`src/rtl/pc_pkg.sv`:
```
// rtl/pc_pkg.sv - shared types and helpers for the fetch-stage program counter
package pc_pkg;

  typedef logic [1:0] ilen_t;

  typedef enum logic [2:0] {
    SEL_HOLD,
    SEL_RET,
    SEL_CALL,
    SEL_JMP,
    SEL_SEQ
  } pc_sel_e;

  // A zero length would stall fetch forever, so it counts as one word.
  function automatic logic [1:0] step_words(input ilen_t ilen);
    return (ilen == 2'd0) ? 2'd1 : ilen;
  endfunction

endpackage

```
`src/rtl/ret_stack.sv`:
```
// rtl/ret_stack.sv - circular return-address stack that overwrites its oldest entry when full
module ret_stack #(
  parameter int ADDR_W    = 16,
  parameter int RAS_DEPTH = 4
) (
  input  logic                         CLK,
  input  logic                         RST_N,
  input  logic                         PUSH,
  input  logic                         POP,
  input  logic [ADDR_W-1:0]            PUSH_DATA,
  output logic [ADDR_W-1:0]            TOP,
  output logic [$clog2(RAS_DEPTH):0]   COUNT,
  output logic                         EMPTY,
  output logic                         FULL
);

  localparam int PTR_W = $clog2(RAS_DEPTH);
  localparam logic [PTR_W:0] DEPTH_C = (PTR_W + 1)'(RAS_DEPTH);

  logic [ADDR_W-1:0] mem [RAS_DEPTH];
  logic [PTR_W-1:0]  sp;
  logic [PTR_W-1:0]  sp_top;
  logic [PTR_W-1:0]  sp_nxt;
  logic [PTR_W:0]    cnt_nxt;
  logic              push_go;
  logic              pop_go;

  // sp is the next write slot; when full it also points at the oldest entry
  assign sp_top = sp - PTR_W'(1);
  assign TOP    = mem[sp_top];

  always_comb begin
    sp_nxt  = sp;
    cnt_nxt = COUNT;
    pop_go  = POP && !EMPTY;
    push_go = PUSH && !pop_go;
    if (pop_go) begin
      sp_nxt  = sp - PTR_W'(1);
      cnt_nxt = COUNT - (PTR_W + 1)'(1);
    end else if (push_go) begin
      sp_nxt = sp + PTR_W'(1);
      if (COUNT != DEPTH_C) begin
        cnt_nxt = COUNT + (PTR_W + 1)'(1);
      end
    end
  end

  always_ff @(posedge CLK) begin
    if (!RST_N) begin
      sp    <= '0;
      COUNT <= '0;
      EMPTY <= 1'b1;
      FULL  <= 1'b0;
    end else begin
      sp    <= sp_nxt;
      COUNT <= cnt_nxt;
      EMPTY <= (cnt_nxt == '0);
      FULL  <= (cnt_nxt == DEPTH_C);
    end
  end

  always_ff @(posedge CLK) begin
    if (RST_N && push_go) begin
      mem[sp] <= PUSH_DATA;
    end
  end

endmodule

```
`src/rtl/pc_sequencer.sv`:
```
// rtl/pc_sequencer.sv - fetch program counter with stall, jump, and CALL/RET via a return stack
module pc_sequencer
  import pc_pkg::*;
#(
  parameter int                ADDR_W    = 16,
  parameter logic [ADDR_W-1:0] RESET_VEC = ADDR_W'(16'h0002),
  parameter int                RAS_DEPTH = 4
) (
  input  logic              CLK,
  input  logic              RST_N,
  input  logic              STALL,
  input  logic [1:0]        ILEN,
  input  logic              JMPE,
  input  logic [ADDR_W-1:0] JMP_ADDR,
  input  logic              CALL,
  input  logic              RET,
  output logic [ADDR_W-1:0] PC,
  output logic              PC_ENA,
  output logic              RAS_EMPTY,
  output logic              RAS_FULL,
  output logic              RAS_ERR
);

  localparam int                CNT_W   = $clog2(RAS_DEPTH) + 1;
  localparam logic [CNT_W-1:0]  DEPTH_C = CNT_W'(RAS_DEPTH);
  localparam logic [ADDR_W-1:0] RST_PC  = RESET_VEC & ~ADDR_W'(1);

  pc_sel_e           sel;
  logic [ADDR_W-1:0] seq_pc;
  logic [ADDR_W-1:0] jmp_pc;
  logic [ADDR_W-1:0] pc_nxt;
  logic [ADDR_W-1:0] ras_top;
  logic [CNT_W-1:0]  ras_cnt;
  logic              ras_push;
  logic              ras_pop;
  logic              err_nxt;

  assign seq_pc = PC + ADDR_W'({step_words(ilen_t'(ILEN)), 1'b0});
  assign jmp_pc = JMP_ADDR & ~ADDR_W'(1);

  always_comb begin
    sel = SEL_SEQ;
    if (STALL) begin
      sel = SEL_HOLD;
    end else if (RET) begin
      sel = SEL_RET;
    end else if (CALL) begin
      sel = SEL_CALL;
    end else if (JMPE) begin
      sel = SEL_JMP;
    end
  end

  // RET on an empty stack degrades to a sequential step and latches the error
  always_comb begin
    pc_nxt   = PC;
    ras_push = 1'b0;
    ras_pop  = 1'b0;
    err_nxt  = RAS_ERR;
    case (sel)
      SEL_HOLD: pc_nxt = PC;
      SEL_RET: begin
        if (ras_cnt != '0) begin
          pc_nxt  = ras_top;
          ras_pop = 1'b1;
        end else begin
          pc_nxt  = seq_pc;
          err_nxt = 1'b1;
        end
      end
      SEL_CALL: begin
        pc_nxt   = jmp_pc;
        ras_push = 1'b1;
        if (ras_cnt == DEPTH_C) begin
          err_nxt = 1'b1;
        end
      end
      SEL_JMP: pc_nxt = jmp_pc;
      default: pc_nxt = seq_pc;
    endcase
  end

  always_ff @(posedge CLK) begin
    if (!RST_N) begin
      PC      <= RST_PC;
      PC_ENA  <= 1'b0;
      RAS_ERR <= 1'b0;
    end else begin
      PC      <= pc_nxt;
      PC_ENA  <= 1'b1;
      RAS_ERR <= err_nxt;
    end
  end

  ret_stack #(
    .ADDR_W   (ADDR_W),
    .RAS_DEPTH(RAS_DEPTH)
  ) u_ret_stack (
    .CLK      (CLK),
    .RST_N    (RST_N),
    .PUSH     (ras_push),
    .POP      (ras_pop),
    .PUSH_DATA(seq_pc),
    .TOP      (ras_top),
    .COUNT    (ras_cnt),
    .EMPTY    (RAS_EMPTY),
    .FULL     (RAS_FULL)
  );

endmodule

```
`config.mk`:
```
export PLATFORM = sky130hd
export DESIGN_NAME = pc_sequencer
export DESIGN_NICKNAME = d
export VERILOG_FILES = /design/src/rtl/pc_pkg.sv /design/src/rtl/ret_stack.sv /design/src/rtl/pc_sequencer.sv
export SDC_FILE = /design/constraint.sdc
export NUM_CORES = 1
export LEC_CHECK = 0
export BUFFER_PORTS_ARGS = -buffer_cell sky130_fd_sc_hd__buf_2
export CELL_PAD_IN_SITES_DETAIL_PLACEMENT = 1
export CELL_PAD_IN_SITES_GLOBAL_PLACEMENT = 2
export CORE_MARGIN = 2
export CORE_UTILIZATION = 30
export DETAILED_ROUTE_END_ITERATION = 7
export PLACE_DENSITY = 0.62
export SLEW_MARGIN = 10
export SYNTH_ARGS = -nofsm -noshare
export SYNTH_HDL_FRONTEND = slang
export SYNTH_SLANG_ARGS = --single-unit
export TNS_END_PERCENT = 30
```
`constraint.sdc`:
```
create_clock -name CLK -period 2.9 [get_ports CLK]
set_clock_uncertainty 0.1 [all_clocks]
set_input_delay 0.29 -clock CLK [delete_from_list [all_inputs] [get_ports CLK]]
set_output_delay 0.29 -clock CLK [all_outputs]
set_load 0.01 [all_outputs]
```
==> impl_metrics.yaml <==
power_and_ir_drop:
  p_total_mw: 2.87
  vdd_ir_drop_max_mv: 0.438
  leakagePower_nw: 1.70
  pwr_density_cell_nw_per_um2: 602
yosys:
  synth_compound_area_frac: 0.0956
  synth.avg_cell_area_um2: 13.9
  synth_warnings: 0
  yosysSeqAreaShare: 0.595
  synth_xor_area_frac: 0.0323
  synth-seq-cells: 89
  synth_nets: 326
  synthMuxAreaShare: 0.0990
  ys_types: 52
  yosys.area_share.simple: 0.109
  synthAdderAreaFrac: 0.0326
  synth_top_family_by_area: "simple AND/OR/NAND/NOR gates"
  netlist_area_um2: 4070
  syn_inst: 292
clock_tree:
  clock-root-buffer: "clkbuf_16"
  cts_tree: "yes"
  clock_latency_ns: 0.35
  cts_resized: 0
  clock_sinks: 89
  ctsLongestPathBuffers: 2
  cts_setup_buffers: 0
  clk_pin_slew_worst_paths_ns: 0.06
  cts_buffers: 9
  h-tree-depth: 3
  hold_buffers: 0
detailed_routing:
  vias: 2625
  vias_per_cell: 5.04
  drtAntennaViolNets: 0
  first_pass_iters: 4
  finalWirelength_um: 10600
  wl_met2_um: 5150
  drc: 0
  met3WireLength_um: 391
  highest_layer: "met4"
  routedWlPerCell_um: 20.3
  route.layer.met1.wl_um: 4900
  drtIter0Drc: 93
critical_path:
  critPathKind: "reg2reg"
  r2r_slack_ns: 0.64
  setup.worst_path.start_class: "flop"
  worstRegToRegCells: 6
  cp-end-kind: "flop"
  worstPathRequired_ns: 3.02
  critical_path.endpoint: "PC[12]"
  worst-path-max-fanout: 9
  r2r_end: "PC[12]"
  cp.arrival_ns: 2.38
  reg2reg_from: "u_ret_stack.sp[1]"
  crit_start: "u_ret_stack.sp[1]"
finish:
  stdcell_count: 521
  drive_above_1_share: 0.299
  multiInputGateArea_um2: 1500
  fill_cells: 1438
  diodes: 0
  final_cell_mix: "edfxtp_1, buf_2, dfxtp_1"
  nets: 374
  seqCellArea_um2: 2420
  final_common_cell: "edfxtp_1"
  area_growth_pct: 17.1
global_routing:
  grt_max_degree: 26
  grt.total_usage: 0.159
  grt_pass1_wl_um: 16600
  grt_pass1_vias: 2881
  grt-ovfl-total: 0
  antenna_found_initial: 0
placed_design:
  place_ws_ns: 0.484
  gp_congestion: 0.741
  dp_cells: 505
  port_buffers: 42
  dp_hpwl_um: 7020
die:
  fp-row-count: 42
  fp.dieH_um: 120
  design.die.area_um2: 14500
  io_pins: 44
  initial_utilization: 0.307
  die_w_um: 120
  core-area_um2: 13200
timing:
  hold_viol: 0
  setup_ws_ns: 0.639
  max_slew_margin: 0.659
  setup_tns_ns: 0
  maxClockFrequency_mhz: 442
  hold_ws_ns: 0.139
  rsz0062_at_grt: "false"
  slew_violations: 0
  period_minus_slack_ns: 2.26
  worst_slew_pin_slew_ns: 0.509
  setup_viol: 0
  timing.final.crit_share: 0.780
min_path:
  hold_path_class: "in2reg"
run_status:
  status: "finished clean"
run:
  cap_violations: 0
-- state kept, by name, summed over array words and instances (netlist names) --
| name | flops |
|---|---|
| u_ret_stack.COUNT | 3 |
| u_ret_stack.mem | 64 |
| u_ret_stack.EMPTY | 1 |
| u_ret_stack.FULL | 1 |
| PC_ENA | 1 |
| u_ret_stack.sp | 2 |
| PC | 16 |
| RAS_ERR | 1 |
-- worst min-delay path by stage --
stage	cells past startpoint	to	from
after floorplan	0	PC_ENA	RST_N
after global placement	2	RAS_ERR	RAS_ERR
after detailed placement	2	RAS_ERR	RAS_ERR
after CTS	3	PC[14]	JMP_ADDR[14]
after global routing	3	PC[9]	JMP_ADDR[9]
final	3	PC[9]	JMP_ADDR[9]
-- metrics by stage --
step            util  cell area, µm²
2_1_floorplan      -            4070
3_3_place_gp   0.338            4480
3_5_place_dp   0.338            4480
4_1_cts        0.360            4760
5_1_grt        0.360            4760
6_report       0.360            4760
-- worst max-delay path: stages, from the launching register on --
cell      delay [ns]
dfxtp_1         0.38
inv_1           0.10
ha_1            0.57
buf_4           0.28
mux4_2          0.31
a221oi_1        0.30
a221oi_2        0.09
-- Yosys cell counts (all sizes together) --
library cell	n	share of area
a211o	1	0.0025
a21oi	12	0.015
a221o	2	0.0049
a221oi	12	0.027
a222oi	1	0.0025
a22o	1	0.0025
a22oi	4	0.0074
a2bb2oi	2	0.0043
a31oi	2	0.0031
and2	4	0.0065
and2b	1	0.0022
and3	5	0.0077
buf	11	0.021
clkbuf	5	0.0046
clkdlybuf4s50	1	0.0028
dfxtp	25	0.12
edfxtp	64	0.47
fa	1	0.0049
ha	9	0.028
inv	9	0.0083
mux2	2	0.0055
mux2i	2	0.0049
mux4	16	0.089
nand2	21	0.019
nand2b	3	0.0052
nand3	5	0.0074
nand4	3	0.0046
nand4b	1	0.0022
nor2	17	0.018
nor2b	1	0.0022
nor3	7	0.011
nor3b	1	0.0046
nor4	8	0.015
o2111ai	1	0.0022
o21ai	11	0.014
o21ba	1	0.0040
o22ai	2	0.0031
o31ai	2	0.0037
or2b	1	0.0018
xnor2	7	0.015
xor2	8	0.017
-- layout make-up --
type / count / area share
clock buffers: 10 / 0.0481
clock inverters: 6 / 0.0123
inverters: 9 / 0.00709
multi-input cells: 177 / 0.315
flip-flops and latches: 89 / 0.508
well taps: 176 / 0.0462
repair buffers: 54 / 0.0630
-- logic make-up after synthesis --
family	count (synthesis)
AOI/OAI and AO/OA	54
adders and majority gates	10
and+or+nand+nor	78
buffers and inverters	26
muxes	20
xor gates and xnor gates	15
DFF	89
-- metal layers --
metal  track usage  up-vias
met5             0        -
met4        0.0523        0
met3        0.0396       10
met2         0.260       45
met1         0.206     1349
li1              -     1221
-- power by group --
group          internal [mW]  switching (mW)  total [mW]
logic                  0.119           0.172       0.292
registers               1.40          0.0320        1.43
clock network          0.663           0.479        1.14
Power figures use the tool's default switching activity.
